===== config.mk =====
export PLATFORM = sky130hd
export DESIGN_NAME = fetch_prefetch_queue_flat
export DESIGN_NICKNAME = d
export VERILOG_FILES = /design/src/rtl/fetch_prefetch_queue_pkg.sv /design/src/rtl/fetch_prefetch_queue_if.sv /design/src/rtl/fetch_prefetch_queue_sync_fifo.sv /design/src/rtl/fetch_prefetch_queue.sv /design/src/flat_wrapper.sv
export SDC_FILE = /design/constraint.sdc
export NUM_CORES = 1
export LEC_CHECK = 0
export ABC_AREA = 1
export CAP_MARGIN = 30
export CORE_UTILIZATION = 40
export DETAILED_ROUTE_END_ITERATION = 12
export PLACE_DENSITY = 0.64
export SLEW_MARGIN = 5
export SYNTH_ARGS = -nofsm -noshare
export SYNTH_HDL_FRONTEND = slang
export SYNTH_SLANG_ARGS = --single-unit
export TNS_END_PERCENT = 50

===== constraint.sdc =====
create_clock -name clock -period 2.8 [get_ports clock]
set_input_delay 0.56 -clock clock [delete_from_list [all_inputs] [get_ports clock]]
set_output_delay 0.56 -clock clock [all_outputs]
set_load 0.05 [all_outputs]

===== src/rtl/fetch_prefetch_queue_pkg.sv =====
// Shared constants and helpers for the prefetching fetch front end.
// Counter width helper sizes occupancy/outstanding/drop counters.
package fetch_prefetch_queue_pkg;

    localparam int PC_INCR    = 2;
    localparam int ADDR_W_DEF = 16;
    localparam int DATA_W_DEF = 16;

    function automatic int cnt_w(input int depth);
        return $clog2(depth) + 1;
    endfunction

endpackage


===== src/rtl/fetch_prefetch_queue_if.sv =====
// Instruction memory request/response bus.
// master = fetch unit, slave = instruction memory.
interface fetch_prefetch_queue_if
    import fetch_prefetch_queue_pkg::*;
#(
    parameter int ADDR_W = ADDR_W_DEF,
    parameter int DATA_W = DATA_W_DEF
);

    logic              mem_req;
    logic [ADDR_W-1:0] mem_addr;
    logic              mem_gnt;
    logic              mem_rvalid;
    logic [DATA_W-1:0] mem_rdata;

    modport master (
        output mem_req,
        output mem_addr,
        input  mem_gnt,
        input  mem_rvalid,
        input  mem_rdata
    );

    modport slave (
        input  mem_req,
        input  mem_addr,
        output mem_gnt,
        output mem_rvalid,
        output mem_rdata
    );

endinterface


===== src/rtl/fetch_prefetch_queue_sync_fifo.sv =====
// Show-ahead synchronous FIFO with clear and entry count.
// Head word is visible on rdata whenever count is nonzero.
module sync_fifo
    import fetch_prefetch_queue_pkg::*;
#(
    parameter int WIDTH = 32,
    parameter int DEPTH = 4
) (
    input  logic                      clock,
    input  logic                      reset,
    input  logic                      clear,
    input  logic                      push,
    input  logic                      pop,
    input  logic [WIDTH-1:0]          wdata,
    output logic [WIDTH-1:0]          rdata,
    output logic [cnt_w(DEPTH)-1:0]   count
);

    localparam int CW = cnt_w(DEPTH);
    localparam int PW = $clog2(DEPTH);

    logic [WIDTH-1:0] store [DEPTH];
    logic [PW-1:0]    wr_ptr;
    logic [PW-1:0]    rd_ptr;
    logic             full;
    logic             do_push;
    logic             do_pop;

    assign full    = (count == CW'(DEPTH));
    assign do_pop  = pop && (count != '0);
    assign do_push = push && (!full || do_pop);
    assign rdata   = store[rd_ptr];

    always_ff @(posedge clock) begin
        if (do_push) begin
            store[wr_ptr] <= wdata;
        end
    end

    always_ff @(posedge clock) begin
        if (reset || clear) begin
            wr_ptr <= '0;
            rd_ptr <= '0;
            count  <= '0;
        end else begin
            if (do_push) begin
                wr_ptr <= wr_ptr + PW'(1);
            end
            if (do_pop) begin
                rd_ptr <= rd_ptr + PW'(1);
            end
            unique case ({do_push, do_pop})
                2'b10:   count <= count + CW'(1);
                2'b01:   count <= count - CW'(1);
                default: count <= count;
            endcase
        end
    end

endmodule


===== src/rtl/fetch_prefetch_queue.sv =====
// Decoupled fetch front end: credit-limited in-order prefetch into a
// small FIFO, with redirect flush and dropping of stale responses.
module fetch_prefetch_queue
    import fetch_prefetch_queue_pkg::*;
#(
    parameter int                DEPTH    = 4,
    parameter int                ADDR_W   = ADDR_W_DEF,
    parameter int                DATA_W   = DATA_W_DEF,
    parameter logic [ADDR_W-1:0] RESET_PC = '0
) (
    input  logic                    clock,
    input  logic                    reset,
    input  logic                    redirect,
    input  logic [ADDR_W-1:0]       redirect_addr,
    input  logic                    halt,
    input  logic                    if_hold,
    fetch_prefetch_queue_if.master  mem,
    output logic                    if_valid,
    output logic [DATA_W-1:0]       if_instruction,
    output logic [ADDR_W-1:0]       if_pc,
    output logic [ADDR_W-1:0]       if_pc_next,
    output logic [cnt_w(DEPTH)-1:0] occupancy
);

    localparam int                CW     = cnt_w(DEPTH);
    localparam int                EW     = DATA_W + ADDR_W;
    localparam logic [ADDR_W-1:0] INCR   = ADDR_W'(PC_INCR);
    localparam logic [CW:0]       CREDIT = (CW + 1)'(DEPTH);

    logic [ADDR_W-1:0] fetch_pc;
    logic [ADDR_W-1:0] resp_pc;
    logic [CW-1:0]     outstanding;
    logic [CW-1:0]     drop_cnt;
    logic [CW:0]       in_use;
    logic              issue;
    logic              keep;
    logic              pop;
    logic [EW-1:0]     head;

    // Entries held plus responses owed never exceed the FIFO depth.
    assign in_use   = {1'b0, occupancy} + {1'b0, outstanding};
    assign mem.mem_req  = !reset && !halt && !redirect
                       && (in_use < CREDIT);
    assign mem.mem_addr = fetch_pc;

    assign issue = mem.mem_req && mem.mem_gnt;
    assign keep  = mem.mem_rvalid && !redirect
                && (drop_cnt == '0);
    assign pop   = if_valid && !if_hold;

    // resp_pc tracks the issue address of the next kept response.
    always_ff @(posedge clock) begin
        if (reset) begin
            fetch_pc    <= RESET_PC;
            resp_pc     <= RESET_PC;
            outstanding <= '0;
            drop_cnt    <= '0;
        end else begin
            if (redirect) begin
                fetch_pc <= redirect_addr;
                resp_pc  <= redirect_addr;
                drop_cnt <= outstanding
                          - CW'(mem.mem_rvalid);
            end else begin
                if (issue) begin
                    fetch_pc <= fetch_pc + INCR;
                end
                if (keep) begin
                    resp_pc <= resp_pc + INCR;
                end
                if (mem.mem_rvalid && drop_cnt != '0) begin
                    drop_cnt <= drop_cnt - CW'(1);
                end
            end
            outstanding <= outstanding + CW'(issue)
                         - CW'(mem.mem_rvalid);
        end
    end

    sync_fifo #(
        .WIDTH (EW),
        .DEPTH (DEPTH)
    ) u_fifo (
        .clock (clock),
        .reset (reset),
        .clear (redirect),
        .push  (keep),
        .pop   (pop),
        .wdata ({mem.mem_rdata, resp_pc}),
        .rdata (head),
        .count (occupancy)
    );

    assign if_valid       = (occupancy != '0);
    assign if_instruction = if_valid ? head[EW-1:ADDR_W] : '0;
    assign if_pc          = if_valid ? head[ADDR_W-1:0] : '0;
    assign if_pc_next     = if_valid ? if_pc + INCR : '0;

endmodule


===== src/flat_wrapper.sv =====
// flat-port wrapper written by rule: the top's interface ports become plain ports
module fetch_prefetch_queue_flat import fetch_prefetch_queue_pkg::*;
#(
    parameter int                DEPTH    = 4,
    parameter int                ADDR_W   = ADDR_W_DEF,
    parameter int                DATA_W   = DATA_W_DEF,
    parameter logic [ADDR_W-1:0] RESET_PC = '0
)
  (clock, reset, redirect, redirect_addr, halt, if_hold, if_valid, if_instruction, if_pc, if_pc_next, occupancy, mem_mem_req, mem_mem_addr, mem_mem_gnt, mem_mem_rvalid, mem_mem_rdata);
  fetch_prefetch_queue_if #(.ADDR_W(ADDR_W), .DATA_W(DATA_W)) mem_i ();
  input  logic clock;
  input  logic reset;
  input  logic redirect;
  input  logic [ADDR_W-1:0] redirect_addr;
  input  logic halt;
  input  logic if_hold;
  output logic if_valid;
  output logic [DATA_W-1:0] if_instruction;
  output logic [ADDR_W-1:0] if_pc;
  output logic [ADDR_W-1:0] if_pc_next;
  output logic [cnt_w(DEPTH)-1:0] occupancy;
  output wire logic [$bits(mem_i.mem_req)-1:0] mem_mem_req;
  output wire logic [$bits(mem_i.mem_addr)-1:0] mem_mem_addr;
  input wire logic [$bits(mem_i.mem_gnt)-1:0] mem_mem_gnt;
  input wire logic [$bits(mem_i.mem_rvalid)-1:0] mem_mem_rvalid;
  input wire logic [$bits(mem_i.mem_rdata)-1:0] mem_mem_rdata;
  assign mem_mem_req = mem_i.mem_req;
  assign mem_mem_addr = mem_i.mem_addr;
  assign mem_i.mem_gnt = mem_mem_gnt;
  assign mem_i.mem_rvalid = mem_mem_rvalid;
  assign mem_i.mem_rdata = mem_mem_rdata;
  fetch_prefetch_queue #(.DEPTH(DEPTH), .ADDR_W(ADDR_W), .DATA_W(DATA_W), .RESET_PC(RESET_PC)) u_core (.clock(clock), .reset(reset), .redirect(redirect), .redirect_addr(redirect_addr), .halt(halt), .if_hold(if_hold), .mem(mem_i), .if_valid(if_valid), .if_instruction(if_instruction), .if_pc(if_pc), .if_pc_next(if_pc_next), .occupancy(occupancy));
endmodule

==> metrics.cfg <==
[yosys]
synthArstFlopShare_pct = 0
synth_cells = 906
synth_top_area_share_pct = 46.52
synth_cell_type_count = 34
synth_area_mm2 = 0.008262
synth.area.top_cells = edfxtp_1 47%, dfxtp_1 11%, nand2_1 8.6%, nor2_1 5.9%, inv_1 4.2%
synth_warnings = 0
synth_top_area_cell = edfxtp_1
avgSynthCellArea_um2 = 9.119
yosysMostFrequentCell = nand2_1
yosys_most_used_dff = edfxtp_1
synth-seq-cells = 175
yosysSeqAreaShare_pct = 57.91
synth.top_cells.by_count = 190 x nand2_1, 130 x nor2_1, 128 x edfxtp_1
synth_edf_count = 128
synth_nets = 962

[setup_path]
cp_max_fo = 8
rrSetupSlack_ns = 0.47
endpoint_kind = output pin
cp.required_ns = 2.24
arrival_ns = 2.26
startpoint_type = flip-flop
crit_type = reg2out

[pwr]
power.internal_mw = 4.559
p_seq_share_pct = 46.6
switchingPower_mw = 1.772
p_comb_share_pct = 17.7
peakVddDrop_mv = 0.4331
power.density_mw_per_mm2 = 567.5
p_leak_nw = 4.284
p_sw_share_pct = 27.99
pwr-share-clk_pct = 35.7

[route]
post_drt_wl_per_cell_um = 15.10
ant_nets = 0
drt_iter0_markers = 417
routed_wirelength_um = 19820
via_count = 6447
first_pass_iters = 5
drcViolationCount = 0
vias_per_cell = 4.910

[layout]
nNetsFinal = 1086
fin_area_mm2 = 0.01116
final_util_pct = 55.13
drive_gt1_share_pct = 18.79
fin_cells = 1313
antenna_cells = 0
area_growth_pct = 35.03

[placed_design]
dp_hpwl_um = 13260
place_area_mm2 = 0.01029
gp_congestion = 0.8623
pre_cts_ws_ns = 0.1659
io_buffers = 107
dp_cells = 1274

[global_routing]
overflow = 0
antenna_found_initial = 0
grt_pass1_wl_um = 32110
grt_pass1_vias = 6292
globalRouteTotalUtil_pct = 19.24
grt_max_degree = 37

[floorplanning]
fp.dieH_um = 145.7
rows = 52
die_x_um = 145.7
start_util_pct = 40.83
core_area_mm2 = 0.02023
die_area_mm2 = 0.02123
io_pins = 108

[sta]
fmax_mhz = 354.5
rsz0062_at_grt = yes
period_minus_slack_ns = 2.821
setup_viol = 2
slew_headroom_pct = 56.30
hold_ws_ns = 0.4519
worst_slack_ns = -0.02090
final_max_slew_viol_count = 0
tightest_slew_ns = 0.6575
hold_viol = 0
clock_skew_ns = 0.01120
layout_worst_path_cycle_share_pct = 100.7

[outcome]
status = finished, violations left
violations = setup timing

[clocking]
clockRootBuffer = clkbuf_16
cts.path.max_buffers = 2
ctsHoldBuffers = 0
htreeDepth = 4
cts_inserted_buffers = 17
clk_latency_ns = 0.43
clock_sinks = 175
clk_transition_reported_paths_ns = 0.07
cts_tree = built

[hold_path]
hold_path_class = reg2reg

[run]
cap_violations = 0

-- cell families after synthesis --
| kind of cell | synth area share (%) |
|---|---|
| buffers and inverters | 6.542 |
| AOI/OAI and AO/OA | 8.511 |
| DFF | 57.91 |
| xor gates and xnor gates | 1.378 |
| and+or+nand+nor | 22.90 |
| adders and majority gates | 2.756 |
-- path summary, 6_finish.rpt --
kind                                        from                                  end  cells after the start
max                                    flip-flop                       if_pc_next[15]                     13
min          u_core.mem.mem_addr[0]$_SDFFE_PP0P_  u_core.mem.mem_addr[0]$_SDFFE_PP0P_                      2
max reg2reg  u_core.u_fifo.count[2]$_SDFFE_PP0P_  u_core.u_fifo.count[2]$_SDFFE_PP0P_                     10
min reg2reg  u_core.mem.mem_addr[0]$_SDFFE_PP0P_  u_core.mem.mem_addr[0]$_SDFFE_PP0P_                      2
-- routing by layer --
layer / global-route usage (%) / up-vias / share of wire [%]
li1: - / 3248 / -
met1: 24.54 / 3012 / 45
met2: 32.80 / 166 / 50
met3: 4.138 / 21 / 4.6
met4: 5.632 / 0 / 1.1
met5: 0 / - / 0
-- critical path: stages (launching register included) --
cell	delay, ns
dfxtp_4	0.45
nand2_1	0.11
nand3_2	0.11
nand2_2	0.07
nor2_4	0.12
ha_4	0.14
inv_2	0.04
nor2_4	0.14
nand2_4	0.11
nor2_4	0.13
nand3_2	0.08
nand2_2	0.09
clkinvlp_4	0.09
buf_12	0.15
-- stage by stage --
stage          setup TNS [ns]  total power, mW
6_report             -0.02372            6.330
5_1_grt                -1.099            6.571
4_1_cts              -0.01051            6.351
3_5_place_dp                0            4.088
3_3_place_gp                0            4.077
2_1_floorplan               0            3.608
-- power by group through the flow --
stage	logic, mW	clock network (mW)	registers, mW
5_1_grt	1.21	2.40	2.96
4_1_cts	1.11	2.30	2.95
2_1_floorplan	0.572	0	3.04
3_5_place_dp	1.09	0	3.00
3_3_place_gp	1.08	0	3.00
6_report	1.12	2.26	2.95
-- cell usage in the layout, fill, tap and decap left out, drive strengths merged --
| cell type | instances |
|---|---|
| o22ai | 1 |
| clkinv | 4 |
| bufinv | 1 |
| a21boi | 1 |
| xnor2 | 2 |
| clkbuf | 20 |
| nand4 | 3 |
| nand3 | 76 |
| buf | 78 |
| clkdlybuf4s50 | 58 |
| nor2 | 147 |
| o2111ai | 1 |
| or2 | 2 |
| xor2 | 11 |
| edfxtp | 128 |
| clkinvlp | 5 |
| o211ai | 8 |
| o21ai | 68 |
| a31oi | 5 |
| nand2 | 198 |
| dfxtp | 47 |
| nor3 | 12 |
| fa | 2 |
| a21oi | 48 |
| a221oi | 1 |
| inv | 101 |
| ha | 15 |
-- layout make-up --
cell class,instances,area (µm²)
clock buffers,19,432.9
fillers,1741,9079
repair buffers,137,1913
inverters,98,385.4
multi-input cells,601,3153
flip-flops and latches,175,4803
clock inverters,13,130.1
well taps,270,337.8
-- flip-flops by register name (all words and copies together), names as in the netlist, named ones only --
register and flops:
u_core.resp_pc 16, u_core.drop_cnt 3, u_core.u_fifo.rd_ptr 2, u_core.u_fifo.count 3
u_core.mem.mem_addr 16, u_core.u_fifo.wr_ptr 2, u_core.u_fifo.store 128, u_core.outstanding 3
-- timing repair --
action / 4_1_cts / 5_1_grt
pin swaps: 5 / 14
cloned: 0 / 1
gates resized for setup: 33 / 32
endpoints found under the setup margin: 14 / 12
hold endpoints to repair: 0 / 0
setup buffers: 5 / 2
No activity file was read; power rests on OpenSTA's default activity.
